File: config.mk
export PLATFORM = sky130hd
export DESIGN_NAME = nmp_seq_ctrl
export DESIGN_NICKNAME = d
export VERILOG_FILES = /design/src/rtl/nmp_pkg.sv /design/src/rtl/nmp_vec_agu.sv /design/src/rtl/nmp_seq_ctrl.sv
export SDC_FILE = /design/constraint.sdc
export NUM_CORES = 1
export LEC_CHECK = 0
export BUFFER_PORTS_ARGS = -buffer_cell sky130_fd_sc_hd__buf_4
export CORE_ASPECT_RATIO = 2
export CORE_MARGIN = 5
export CORE_UTILIZATION = 40
export CTS_CLUSTER_DIAMETER = 50
export DETAILED_ROUTE_END_ITERATION = 10
export PLACE_DENSITY = 0.65
export SLEW_MARGIN = 20
export SYNTH_ARGS = -nofsm -noshare
export SYNTH_HDL_FRONTEND = slang
export SYNTH_SLANG_ARGS = --single-unit
File: constraint.sdc
create_clock -name ACLK -period 4.33 [get_ports ACLK]
set_clock_uncertainty 0.05 [all_clocks]
set_input_delay 0.2165 -clock ACLK [delete_from_list [all_inputs] [get_ports ACLK]]
set_output_delay 0.2165 -clock ACLK [all_outputs]
set_load 0.005 [all_outputs]
File: src/rtl/nmp_pkg.sv
`default_nettype none
// ============================================================================
// Module      : nmp_pkg
// Description : Shared types and constants for the near-memory processor
//               command sequencer: command and state encodings, default
//               memory width, AXI-lite register offsets, status bit indices.
// Revision    : 1.0 - initial release
// ============================================================================
package nmp_pkg;

    localparam int MEM_BITS_DEF = 12;
    localparam int DATA_W_DEF   = 32;

    // Command codes as written by software into op_reg.
    typedef enum logic [1:0] {
        OP_WAIT  = 2'd0,
        OP_READ  = 2'd1,
        OP_WRITE = 2'd2,
        OP_ADD   = 2'd3
    } op_e;

    // Sequencer states.
    typedef enum logic [2:0] {
        S_IDLE   = 3'd0,
        S_RD_ISS = 3'd1,
        S_RD_CAP = 3'd2,
        S_WR_ISS = 3'd3,
        S_ADD_A  = 3'd4,
        S_ADD_B  = 3'd5,
        S_ADD_W  = 3'd6,
        S_DONE   = 3'd7
    } state_e;

    // AXI-lite register bank byte offsets.
    localparam logic [7:0] c_REG_OP         = 8'h00;
    localparam logic [7:0] c_REG_ADDR       = 8'h04;
    localparam logic [7:0] c_REG_STATUS     = 8'h08;
    localparam logic [7:0] c_REG_DATA_READ  = 8'h0C;
    localparam logic [7:0] c_REG_DATA_WRITE = 8'h10;
    localparam logic [7:0] c_REG_VECA       = 8'h14;
    localparam logic [7:0] c_REG_VECB       = 8'h18;
    localparam logic [7:0] c_REG_VECR       = 8'h1C;
    localparam logic [7:0] c_REG_LEN        = 8'h20;

    // status_reg bit positions.
    localparam int c_STAT_DONE_BIT = 0;
    localparam int c_STAT_BUSY_BIT = 1;

endpackage : nmp_pkg
`default_nettype wire

File: src/rtl/nmp_vec_agu.sv
`default_nettype none
// ============================================================================
// Module      : nmp_vec_agu
// Description : Vector address generator. Holds the element index, forms
//               the three element addresses (base + idx, wrapping modulo
//               memory depth) and flags the last element of the vector.
// Ports       : clk, rst_n (async active-low)
//               clr      - restart index at 0
//               inc      - advance index by one element
//               veca/vecb/vecr - latched base addresses
//               len      - latched vector length (MEM_BITS+1 bits)
//               addr_a/addr_b/addr_r - element addresses for current idx
//               last     - current element is the final one
// Revision    : 1.0 - initial release
// ============================================================================
module nmp_vec_agu
    import nmp_pkg::*;
#(
    parameter int MEM_BITS = MEM_BITS_DEF
) (
    input  logic                clk,
    input  logic                rst_n,
    input  logic                clr,
    input  logic                inc,
    input  logic [MEM_BITS-1:0] veca,
    input  logic [MEM_BITS-1:0] vecb,
    input  logic [MEM_BITS-1:0] vecr,
    input  logic [MEM_BITS:0]   len,
    output logic [MEM_BITS-1:0] addr_a,
    output logic [MEM_BITS-1:0] addr_b,
    output logic [MEM_BITS-1:0] addr_r,
    output logic                last
);

    // One bit wider than the address so lengths up to 2*depth-1 count out.
    logic [MEM_BITS:0] r_idx;
    logic [MEM_BITS:0] w_idx_inc;

    assign w_idx_inc = r_idx + {{MEM_BITS{1'b0}}, 1'b1};

    always_ff @(posedge clk or negedge rst_n) begin
        if (!rst_n) begin
            r_idx <= '0;
        end else if (clr) begin
            r_idx <= '0;
        end else if (inc) begin
            r_idx <= w_idx_inc;
        end
    end

    // Dropping the index MSB makes the sum wrap modulo the memory depth.
    assign addr_a = veca + r_idx[MEM_BITS-1:0];
    assign addr_b = vecb + r_idx[MEM_BITS-1:0];
    assign addr_r = vecr + r_idx[MEM_BITS-1:0];
    assign last   = (w_idx_inc == len);

endmodule : nmp_vec_agu
`default_nettype wire

File: src/rtl/nmp_seq_ctrl.sv
`default_nettype none
// ============================================================================
// Module      : nmp_seq_ctrl
// Description : Near-memory processor command sequencer. Executes READ,
//               WRITE and vector ADD (R[i] = A[i] + B[i]) against a
//               single-port BRAM with one-cycle read latency, and holds
//               done until software returns op to WAIT.
// Ports       : ACLK, ARESETn (async active-low)
//               op_i, addr_i, wdata_i, veca_i, vecb_i, vecr_i, len_i
//                        - register bank inputs, sampled on the start cycle
//               done_o, busy_o, rdata_o - status / data_read outputs
//               mem_en_o, mem_we_o, mem_addr_o, mem_wdata_o, mem_rdata_i
//                        - BRAM port
//               cyc_cnt_o - busy-cycle counter (only with NMP_CYCLE_CNT_EN)
// Options     : `define NMP_CYCLE_CNT_EN adds the saturating cycle counter.
// Revision    : 1.0 - initial release
// ============================================================================
module nmp_seq_ctrl
    import nmp_pkg::*;
#(
    parameter int MEM_BITS = MEM_BITS_DEF,
    parameter int DATA_W   = DATA_W_DEF
) (
    input  logic                ACLK,
    input  logic                ARESETn,
    input  logic [1:0]          op_i,
    input  logic [31:0]         addr_i,
    input  logic [DATA_W-1:0]   wdata_i,
    input  logic [31:0]         veca_i,
    input  logic [31:0]         vecb_i,
    input  logic [31:0]         vecr_i,
    input  logic [31:0]         len_i,
`ifdef NMP_CYCLE_CNT_EN
    output logic [31:0]         cyc_cnt_o,
`endif
    output logic                done_o,
    output logic                busy_o,
    output logic [DATA_W-1:0]   rdata_o,
    output logic                mem_en_o,
    output logic                mem_we_o,
    output logic [MEM_BITS-1:0] mem_addr_o,
    output logic [DATA_W-1:0]   mem_wdata_o,
    input  logic [DATA_W-1:0]   mem_rdata_i
);

    state_e              r_state;
    state_e              w_state_nxt;
    op_e                 w_op;
    logic                w_start;

    logic [MEM_BITS-1:0] r_addr;
    logic [DATA_W-1:0]   r_wdata;
    logic [MEM_BITS-1:0] r_veca;
    logic [MEM_BITS-1:0] r_vecb;
    logic [MEM_BITS-1:0] r_vecr;
    logic [MEM_BITS:0]   r_len;
    logic [DATA_W-1:0]   r_opa;
    logic [DATA_W-1:0]   r_rdata;

    logic [MEM_BITS-1:0] w_addr_a;
    logic [MEM_BITS-1:0] w_addr_b;
    logic [MEM_BITS-1:0] w_addr_r;
    logic                w_last;

    // Register bits above the memory range carry no meaning here.
    logic w_unused;
    assign w_unused = ^{addr_i[31:MEM_BITS], veca_i[31:MEM_BITS],
                        vecb_i[31:MEM_BITS], vecr_i[31:MEM_BITS],
                        len_i[31:MEM_BITS+1]};

    assign w_op    = op_e'(op_i);
    assign w_start = (r_state == S_IDLE) && (w_op != OP_WAIT);

    // ------------------------------------------------------------------
    // State register and operand capture
    // ------------------------------------------------------------------
    always_ff @(posedge ACLK or negedge ARESETn) begin
        if (!ARESETn) begin
            r_state <= S_IDLE;
            r_addr  <= '0;
            r_wdata <= '0;
            r_veca  <= '0;
            r_vecb  <= '0;
            r_vecr  <= '0;
            r_len   <= '0;
            r_opa   <= '0;
            r_rdata <= '0;
        end else begin
            r_state <= w_state_nxt;
            if (w_start) begin
                r_addr  <= addr_i[MEM_BITS-1:0];
                r_wdata <= wdata_i;
                r_veca  <= veca_i[MEM_BITS-1:0];
                r_vecb  <= vecb_i[MEM_BITS-1:0];
                r_vecr  <= vecr_i[MEM_BITS-1:0];
                r_len   <= len_i[MEM_BITS:0];
            end
            // A read issued in ADD_A returns during ADD_B.
            if (r_state == S_ADD_B) begin
                r_opa <= mem_rdata_i;
            end
            if (r_state == S_RD_CAP) begin
                r_rdata <= mem_rdata_i;
            end
        end
    end

    nmp_vec_agu #(
        .MEM_BITS (MEM_BITS)
    ) u_agu (
        .clk    (ACLK),
        .rst_n  (ARESETn),
        .clr    (w_start),
        .inc    (r_state == S_ADD_W),
        .veca   (r_veca),
        .vecb   (r_vecb),
        .vecr   (r_vecr),
        .len    (r_len),
        .addr_a (w_addr_a),
        .addr_b (w_addr_b),
        .addr_r (w_addr_r),
        .last   (w_last)
    );

    // ------------------------------------------------------------------
    // Next state and BRAM port
    // ------------------------------------------------------------------
    always_comb begin
        w_state_nxt = r_state;
        mem_en_o    = 1'b0;
        mem_we_o    = 1'b0;
        mem_addr_o  = '0;
        mem_wdata_o = '0;
        case (r_state)
            S_IDLE: begin
                case (w_op)
                    OP_READ:  w_state_nxt = S_RD_ISS;
                    OP_WRITE: w_state_nxt = S_WR_ISS;
                    // Length is taken straight from the input on the start
                    // cycle because the latched copy is not loaded yet.
                    OP_ADD:   w_state_nxt = (len_i[MEM_BITS:0] == '0) ? S_DONE : S_ADD_A;
                    default:  w_state_nxt = S_IDLE;
                endcase
            end
            S_RD_ISS: begin
                mem_en_o    = 1'b1;
                mem_addr_o  = r_addr;
                w_state_nxt = S_RD_CAP;
            end
            S_RD_CAP: begin
                w_state_nxt = S_DONE;
            end
            S_WR_ISS: begin
                mem_en_o    = 1'b1;
                mem_we_o    = 1'b1;
                mem_addr_o  = r_addr;
                mem_wdata_o = r_wdata;
                w_state_nxt = S_DONE;
            end
            S_ADD_A: begin
                mem_en_o    = 1'b1;
                mem_addr_o  = w_addr_a;
                w_state_nxt = S_ADD_B;
            end
            S_ADD_B: begin
                mem_en_o    = 1'b1;
                mem_addr_o  = w_addr_b;
                w_state_nxt = S_ADD_W;
            end
            S_ADD_W: begin
                // B arrives this cycle; sum wraps at DATA_W bits.
                mem_en_o    = 1'b1;
                mem_we_o    = 1'b1;
                mem_addr_o  = w_addr_r;
                mem_wdata_o = r_opa + mem_rdata_i;
                w_state_nxt = w_last ? S_DONE : S_ADD_A;
            end
            S_DONE: begin
                // Any non-WAIT op, even a different one, keeps us here.
                if (w_op == OP_WAIT) begin
                    w_state_nxt = S_IDLE;
                end
            end
            default: begin
                w_state_nxt = S_IDLE;
            end
        endcase
    end

    assign done_o  = (r_state == S_DONE);
    assign busy_o  = (r_state != S_IDLE) && (r_state != S_DONE);
    assign rdata_o = r_rdata;

`ifdef NMP_CYCLE_CNT_EN
    logic [31:0] r_cyc_cnt;

    always_ff @(posedge ACLK or negedge ARESETn) begin
        if (!ARESETn) begin
            r_cyc_cnt <= '0;
        end else if (w_start) begin
            r_cyc_cnt <= '0;
        end else if (busy_o && (r_cyc_cnt != '1)) begin
            r_cyc_cnt <= r_cyc_cnt + 32'd1;
        end
    end

    assign cyc_cnt_o = r_cyc_cnt;
`endif

endmodule : nmp_seq_ctrl
`default_nettype wire

Yosys cells after proc, flatten, opt, wreduce, memory -nomap -nowiden
Index checks and enable logic that the tools add are counted.
{ "word_totals": {"regBits": 173, "output_inout_bits": 80, "elab_cells": 51} }
{ "classes": {"addsub": 5, "eq_ne": 13, "n_mux": 11, "reduce_logical": 12} }
{ "ops": {"columns": ["cell", "n"], "rows": [
  ["$pmux W32 S2", 1],
  ["$pmux W12 S4", 1],
  ["$add A12 B12 Y12", 3],
  ["$add A32 B32 Y32", 1],
  ["$mux W13", 2],
  ["$pmux W3 S7", 1],
  ["$add A13 B1 Y13 const B", 1],
  ["$eq A13 B13 Y1", 1],
  ["$logic_not A13 Y1", 1],
  ["$eq A3 B3 Y1 const B", 4],
  ["$pmux W3 S3", 1],
  ["$eq A3 B2 Y1 const B", 2],
  ["$reduce_or A2 Y1", 3],
  ["$reduce_or A5 Y1", 1],
  ["$eq A2 B2 Y1 const B", 2],
  ["$mux W2", 2],
  ["$reduce_bool A2 Y1", 2],
  ["$eq A3 B1 Y1 const B", 1],
  ["$logic_not A3 Y1", 1],
  ["$mux W3", 1],
  ["$ne A3 B3 Y1 const B", 1],
  ["$reduce_bool A3 Y1", 1],
  ["$eq A2 B1 Y1 const B", 1],
  ["$logic_and A1 B1 Y1", 2],
  ["3 further kinds", 4]
]} }

Longest topological paths before layout
Gate-level depths: netlist (run 1).
{ "logic_depth": {"depth_word": 4, "mapped_depth": 18} }

Hierarchy
Synthesis (run 1) repeated with hierarchy kept, for this count alone.
{ "unflattened": {"hier_cells": 1078, "hier_area_um2": 11035.6} }
{ "by_module_without_submodules": {"columns": ["module", "n_inst", "cells_each", "area_per_inst_um2", "seq_area_each_um2"], "rows": [
  ["nmp_seq_ctrl", 1, 748, 8446.9, 4003.8],
  ["nmp_vec_agu", 1, 330, 2588.7, 325.3]
]} }

Least setup slack after synthesis (run 1)
No wires, ideal clock.
{ "synth_timing": {"kind": "reg2out", "from": "register r_state[1]", "to": "output port mem_addr_o[10]", "arrival_time_ns": 3.096, "slack_ns": 0.967, "stages_incl_launch_ff": 18, "path_cell_list": "dfrtp_1 clkbuf_1 clkbuf_1 buf_1 o31ai_1 a21oi_1 ha_1 inv_1 fa_1 nor2b_1 o21ai_0 nand2b_1 a21o_1 a21o_1 a21o_1 a31o_2 mux2i_1 nand2_1"} }
{ "synth_via": {"elab_chain_cells": 3, "elab_cells_between_ends": 7, "classes_between": "eq/ne (5); mux (1); reduce/logical (1)"} }
{ "synth_lines": {"columns": ["item", "line", "rtl"], "rows": [
  ["start, declared", "nmp_seq_ctrl.sv:46", "state_e r_state;"],
  ["start signal, assigned", "nmp_seq_ctrl.sv:89", "r_state <= w_state_nxt;"],
  ["$eq A3 B2 Y1 / $eq A3 B1 Y1 (equally long branches)", "nmp_seq_ctrl.sv:134", "case (r_state)"],
  ["$reduce_or A2 Y1 (no source line)", null, null],
  ["$pmux W12 S4 (*)", "nmp_seq_ctrl.sv:134", null],
  ["end, declared", "nmp_seq_ctrl.sv:41", "output logic [MEM_BITS-1:0] mem_addr_o,"]
]} }
Every way passes the cells marked *; elsewhere a longest branch is shown, timed or not.

Final worst setup path (run 1)
{ "layout_timing": {"from": "input port mem_rdata_i[0]", "to": "output port mem_wdata_o[30]"} }
{ "layout_via": {"elab_chain_cells": 2} }
{ "layout_lines": {"columns": ["item", "line", "rtl"], "rows": [
  ["start, declared", "nmp_seq_ctrl.sv:43", "input logic [DATA_W-1:0] mem_rdata_i"],
  ["$add A32 B32 Y32", "nmp_seq_ctrl.sv:175", "mem_wdata_o = r_opa + mem_rdata_i;"],
  ["$pmux W32 S2", "nmp_seq_ctrl.sv:134", null],
  ["end, declared", "nmp_seq_ctrl.sv:42", "output logic [DATA_W-1:0] mem_wdata_o,"]
]} }
Every way passes these cells.

==> results_dict.tcl, run 1 <==
set metrics [dict create \
    endpoint_worst_hold "r_state[2]" \
    rows 81 \
    max_buffers_root_to_sink 2 \
    floorplan.initialDensity_pct 40.4 \
    synth_seq_cells 173 \
    synth_warnings 0 \
    highest_cell_delay_on_the_worst_timing_path_ns 0.54 \
    hold_depth 3 \
    setup_viol 0 \
    final.period_utilization_pct 91.9 \
    worst_setup_path_type "in2out" \
    die_width_um 121 \
    crit_slowest_cell "sky130_fd_sc_hd__dlygate4sd3_1" \
    numClockSinks 173 \
    leading_register_cell_type_out_of_synthesis "sky130_fd_sc_hd__dfrtp_1" \
    status "finished clean" \
    final_hold_viol_count 0 \
    drt-wirelength-per-cell_um 17.7 \
    placedInstanceArea_um2 11800 \
    synth_nets 1231 \
    synth.avg_cell_area_um2 10.3 \
    globalRoute.totalOverflow 0 \
    regToRegSetupSlack_ns 1.43 \
    numPlacedInstances 1465 \
    grt_start_max_net_pins 96 \
    wirelength_mm 28.8 \
    worstPathBufferInverterCount 3 \
    worstReg2RegEnd "r_state[1]" \
    synthToLayoutAreaGrowth_pct 39.1 \
    setup.worst_path.end_class "primary output" \
    h-tree-depth 4 \
    power.density_nw_per_um2 747 \
    cts_root_buf "sky130_fd_sc_hd__clkbuf_16" \
    design.portCount 308 \
    synth-async-reset-ratio_pct 100 \
    timing.critical_path.max_delay_family "compound AO/OA/AOI/OAI gates" \
    fraction_of_layout_instances_using_a_drive_strength_above_1_pct 32.1 \
    place_worst_setup_slack_ns 0.556 \
    total_routing_usage_gr_pct 20.8 \
    cts.clk_slew.worst_paths_ns 0.07 \
    slew-limit-headroom_pct 30.0 \
    total_leakage_power_uw 0.00622 \
    synthCells 958 \
    critPathLaunchType "input pin" \
    antenna_nets_post_route 0 \
    ir_worst_vdd_mv 0.392 \
    rsz0062_at_grt "yes" \
    synth.cell_area_um2 9880 \
    timing.fmax_mhz 251 \
    drt_drc_violations_left 0 \
    fin_tns_setup_ns 0 \
    cts_tree "yes" \
    yosys.area.top_type_share_pct 43.8 \
    clk-insertion-delay-late_ns 0.45 \
    path_cells "dlygate4sd3_1 -> buf_4 -> ha_1 -> fa_1 -> a211oi_1 -> o211ai_1 -> nand4_1 -> nand4_1 -> a31oi_2 -> nor4_1 -> a211oi_1 -> xor2_1 -> o21ai_0 -> buf_4" \
    grt_first_pass_wirelength_mm 45.5 \
    post-dp-hpwl_mm 20.9 \
    synth_sequential_area_ratio_pct 43.8 \
    count_of_input_and_output_buffers 208 \
    globalplace.congestion 0.848 \
    layout_min_cycle_time_ns 3.98 \
    stdcell_area_um2 13700 \
    critPathArrivalTime_ns 3.71 \
    hold_path.class "in2reg" \
    antenna_found_initial 0 \
    drt_iter0_drc 281 \
    cts_setup_buffers 0 \
    post-route-worst-setup-slack_ns 0.353 \
    core_um2 24400 \
    r2r-start "u_agu.r_idx[0]" \
    yosysTopAreaCell "sky130_fd_sc_hd__dfrtp_1" \
    design.die.area_um2 28100 \
    die_y_um 232 \
    tritoncts.num_buffers 17 \
    cap_violations 0 \
    drt_first_pass_iters 4 \
    max_slew.worst_pin.slew_ns 1.05 \
    synth_enable_flop_cells 0 \
    finish.cell_count_without_fillers 1625 \
    first_global_vias 8895 \
    worst-endpoint-required_ns 4.06 \
    vias_per_cell 5.20 \
    via_count 8446 \
    reg2reg_depth 9 \
    slew_limit_fails 0 \
    yosys.cell_types.count 56 \
    synth.top_cells.by_area "sky130_fd_sc_hd__dfrtp_1, sky130_fd_sc_hd__mux2_2, sky130_fd_sc_hd__ha_1, sky130_fd_sc_hd__o21ai_0, sky130_fd_sc_hd__xnor2_1" \
    whs_ns 0.0322 \
    worstHoldStart "op_i[0]" \
    worst-path-max-fanout 3 \
    final_net_count 1551 \
]
==> state kept, by name, indices dropped and copies added (netlist names) <==
signal       flops
r_vecb          12
rdata_o         32
r_opa           32
r_addr          12
r_len           13
r_wdata         32
r_veca          12
u_agu.r_idx     13
r_state          3
r_vecr          12
==> cells by family (layout without fill, tap and decap cells) <==
family / after synthesis / after routing / share of synthesized area (%)
AOI/OAI and AO/OA: 238 / 238 / 14.9
adders and majority gates: 45 / 45 / 5.85
and+or+nand+nor: 213 / 213 / 10.0
buffers and inverters: 79 / 412 / 3.07
muxes: 147 / 147 / 16.7
other: 0 / 2 / 0
xor gates and xnor gates: 63 / 63 / 5.59
DFF: 173 / 173 / 43.8
==> metrics by stage <==
step	total power [uW]	util, %
after floorplan	6410	-
after global placement	8430	48.4
after detailed placement	8520	48.4
after CTS	10300	56.2
after global routing	11000	56.2
final	10300	56.2
==> routing by layer <==
layer  wire, um  global-route usage [%]
met5          0                       0
met4       1320                    11.4
met3       1010                    3.56
met2      16000                    39.2
met1      10500                    21.3
==> synthesized netlist by cell type (all sizes together), types with 12 or more instances <==
library cell and instances:
a21o 20, a21oi 51, a31oi 15, buf 12, clkbuf 39, dfrtp 173, ha 43, inv 28
mux2 145, nand2 83, nand2b 18, nand3 17, nor2 44, nor3 13, o21ai 84, o22ai 13
o31ai 18, xnor2 36, xor2 27
==> cell type report <==
type	count	area [um2]
clock inverter	10	159
timing repair buffer	352	2970
sequential	173	4330
fill	2113	10700
tap	332	415
inverter	28	105
multi-input combinational	706	5280
antenna	2	5.00
clock buffer	22	474
==> worst min-delay path, stage by stage <==
cell and delay [ns]:
sky130_fd_sc_hd__buf_4 0.10, sky130_fd_sc_hd__a211oi_1 0.07, sky130_fd_sc_hd__a21oi_1 0.11
==> worst max path at each step <==
stage	startpoint	endpoint	slack (ns)	cells after the start
after floorplan	r_state[1]	mem_addr_o[10]	0.97	17
after global placement	r_state[1]	mem_addr_o[11]	0.60	15
after detailed placement	r_state[1]	mem_addr_o[11]	0.56	15
after CTS	r_state[1]	mem_addr_o[11]	0.03	15
after global routing	r_state[1]	mem_addr_o[11]	-0.007	15
final	mem_rdata_i[0]	mem_wdata_o[30]	0.35	14
==> repair_timing <==
item                                    in CTS  in global routing
resized for setup                            0                  3
endpoints found under the setup margin       0                  2
hold buffers                               126                  0
hold endpoints to repair                   251                  0
==> cells in the final DEF (no fill, tap or decap), types with 13 or more instances in the layout <==
master	instances
sky130_fd_sc_hd__a21o_1	20
sky130_fd_sc_hd__a21oi_1	50
sky130_fd_sc_hd__a31oi_1	14
sky130_fd_sc_hd__buf_4	224
sky130_fd_sc_hd__clkbuf_16	17
sky130_fd_sc_hd__dfrtp_1	173
sky130_fd_sc_hd__dlygate4sd3_1	126
sky130_fd_sc_hd__ha_1	43
sky130_fd_sc_hd__inv_1	28
sky130_fd_sc_hd__mux2_2	145
sky130_fd_sc_hd__nand2_1	83
sky130_fd_sc_hd__nand2b_1	18
sky130_fd_sc_hd__nand3_1	17
sky130_fd_sc_hd__nor2_1	43
sky130_fd_sc_hd__nor3_1	13
sky130_fd_sc_hd__o21ai_0	79
sky130_fd_sc_hd__o22ai_1	13
sky130_fd_sc_hd__o31ai_1	17
sky130_fd_sc_hd__xnor2_1	36
sky130_fd_sc_hd__xor2_1	27
==> power breakdown <==
part	leakage, uW	internal (uW)	switching [uW]
Sequential	0.00213	2370	469
Clock	0.000307	1010	672
Combinational	0.00379	2900	2850
Total	0.00622	6280	3990
(Power assumes the default switching activity.)
==> run 2, diff against run 1 <==
--- a/config.mk
+++ b/config.mk
@@ -11,8 +11,9 @@
 export CORE_UTILIZATION = 40
 export CTS_CLUSTER_DIAMETER = 50
 export DETAILED_ROUTE_END_ITERATION = 10
+export HOLD_SLACK_MARGIN = 0.12
 export PLACE_DENSITY = 0.65
-export SLEW_MARGIN = 20
+export SLEW_MARGIN = 10
 export SYNTH_ARGS = -nofsm -noshare
 export SYNTH_HDL_FRONTEND = slang
 export SYNTH_SLANG_ARGS = --single-unit
==> results_dict.tcl, run 2 (synthesis results as in run 1) <==
set metrics [dict create \
    status "finished clean" \
    final_net_count 1554 \
    via_count 8420 \
    final.period_utilization_pct 91.8 \
    fillerInstances 2111 \
    critPathLaunchType "input pin" \
    hold_path.class "in2async" \
    antenna_found_initial 0 \
    fraction_of_layout_instances_using_a_drive_strength_above_1_pct 32.1 \
    clk-insertion-delay-late_ns 0.45 \
    tritoncts.num_buffers 17 \
    worst_setup_path_type "in2out" \
    drt_first_pass_iters 4 \
    first_global_vias 8903 \
    numClockSinks 173 \
    mostFrequentLayoutCell "sky130_fd_sc_hd__buf_4" \
    globalplace.congestion 0.848 \
    sequential_cell_area_um2 4330 \
    die_y_um 232 \
    core_um2 24400 \
    count_of_input_and_output_buffers 208 \
    numPlacedInstances 1465 \
    cts_root_buf "sky130_fd_sc_hd__clkbuf_16" \
    cts.clk_slew.worst_paths_ns 0.07 \
    power.density_nw_per_um2 746 \
    setup.worst_path.end_class "primary output" \
    total_routing_usage_gr_pct 20.8 \
    post-dp-hpwl_mm 20.9 \
    vias_per_cell 5.17 \
    setup_viol 0 \
    placedInstanceArea_um2 11800 \
    rows 81 \
    ir_worst_vdd_mv 0.393 \
    worst-endpoint-required_ns 4.06 \
    slew_limit_fails 0 \
    design.portCount 308 \
    antenna_nets_post_route 0 \
    finish.cell_count_without_fillers 1628 \
    multi_input_comb_area_um2 5280 \
    critPathArrivalTime_ns 3.71 \
    worst-path-max-fanout 3 \
    globalRoute.totalOverflow 0 \
    cap_violations 0 \
    max_slew.worst_pin.slew_ns 1.04 \
    grt_start_max_net_pins 96 \
    grt_first_pass_wirelength_mm 45.6 \
    synthToLayoutAreaGrowth_pct 39.4 \
    drt_drc_violations_left 0 \
    final_hold_viol_count 0 \
    h-tree-depth 4 \
    design.die.area_um2 28100 \
    layout_min_cycle_time_ns 3.97 \
    total_leakage_power_uw 0.00624 \
    slew-limit-headroom_pct 30.6 \
    cts_setup_buffers 0 \
    wirelength_mm 28.8 \
    rsz0062_at_grt "yes" \
    max_buffers_root_to_sink 2 \
    die_width_um 121 \
    drt_iter0_drc 293 \
    floorplan.initialDensity_pct 40.4 \
    drt-wirelength-per-cell_um 17.7 \
    cts_tree "yes" \
    stdcell_area_um2 13800 \
    timing.fmax_mhz 252 \
    most-common-layout-cells "sky130_fd_sc_hd__buf_4, sky130_fd_sc_hd__dfrtp_1, sky130_fd_sc_hd__mux2_2" \
]
run 2: stage by stage:
| stage | hold WS [ns] | setup WS [ns] | total power [uW] | TNS [ns] | util (%) |
|---|---|---|---|---|---|
| 3_5_place_dp | 0.340 | 0.556 | 8520 | 0 | 48.4 |
| 4_1_cts | 0.404 | 0.0312 | 10400 | 0 | 56.3 |
| 6_report | 0.377 | 0.357 | 10300 | 0 | 56.4 |
| 2_1_floorplan | -0.129 | 0.967 | 6410 | 0 | - |
| 3_3_place_gp | 0.334 | 0.599 | 8430 | 0 | 48.4 |
| 5_1_grt | 0.468 | -0.00715 | 11000 | -0.00715 | 56.3 |
run 2: cell type report:
cell class | count | share of cell area [%]
multi-input cells | 706 | 38.3
flip-flops and latches | 173 | 31.4
repair buffers | 355 | 21.8
clock buffers | 22 | 3.44
well taps | 332 | 3.02
clock inverters | 10 | 1.15
inverters | 28 | 0.763
diodes | 2 | 0.0364
run 2: critical path: stages:
cell                            delay [ns]
sky130_fd_sc_hd__dlygate4sd3_1        0.54
sky130_fd_sc_hd__buf_4                0.14
sky130_fd_sc_hd__ha_1                 0.23
sky130_fd_sc_hd__fa_1                 0.43
sky130_fd_sc_hd__a211oi_1             0.35
sky130_fd_sc_hd__o211ai_1             0.19
sky130_fd_sc_hd__nand4_1              0.22
sky130_fd_sc_hd__nand4_1              0.20
sky130_fd_sc_hd__a31oi_2              0.28
sky130_fd_sc_hd__nor4_1               0.10
sky130_fd_sc_hd__a211oi_1             0.29
sky130_fd_sc_hd__xor2_1               0.23
sky130_fd_sc_hd__o21ai_0              0.11
sky130_fd_sc_hd__buf_4                0.16
run 2: path summary, 6_finish.rpt:
| check | cells after the start | startpoint | to | slack, ns |
|---|---|---|---|---|
| min in group ACLK | 1 | rdata_o[7] | rdata_o[7] | 0.46 |
| hold / removal | 2 | ARESETn | rdata_o[5] | 0.38 |
| hold reg to reg | 1 | rdata_o[7] | rdata_o[7] | 0.46 |
| setup reg to reg | 9 | u_agu.r_idx[0] | r_state[1] | 1.42 |
| setup / recovery | 14 | mem_rdata_i[0] | mem_wdata_o[30] | 0.36 |
| max in group asynchronous | 3 | ARESETn | r_veca[4] | 2.90 |
run 2: power breakdown:
group | internal [uW] | switching [uW] | total [uW] | leakage (uW)
logic | 2900 | 2850 | 5750 | 0.00381
clock network | 1010 | 671 | 1680 | 0.000307
registers | 2370 | 467 | 2830 | 0.00213
total | 6280 | 3990 | 10300 | 0.00624
run 2: layer usage:
layer  share of wire [%]  track usage, %
met5                   0               0
met1                  36            21.3
met4                 4.6            11.4
met2                  55            39.3
met3                 3.5            3.58
run 2: repair_timing:
action | CTS | global route
hold endpoints to repair | 254 | 0
endpoints found under the setup margin | 0 | 2
gates resized for setup | 0 | 3
hold buffers | 129 | 0
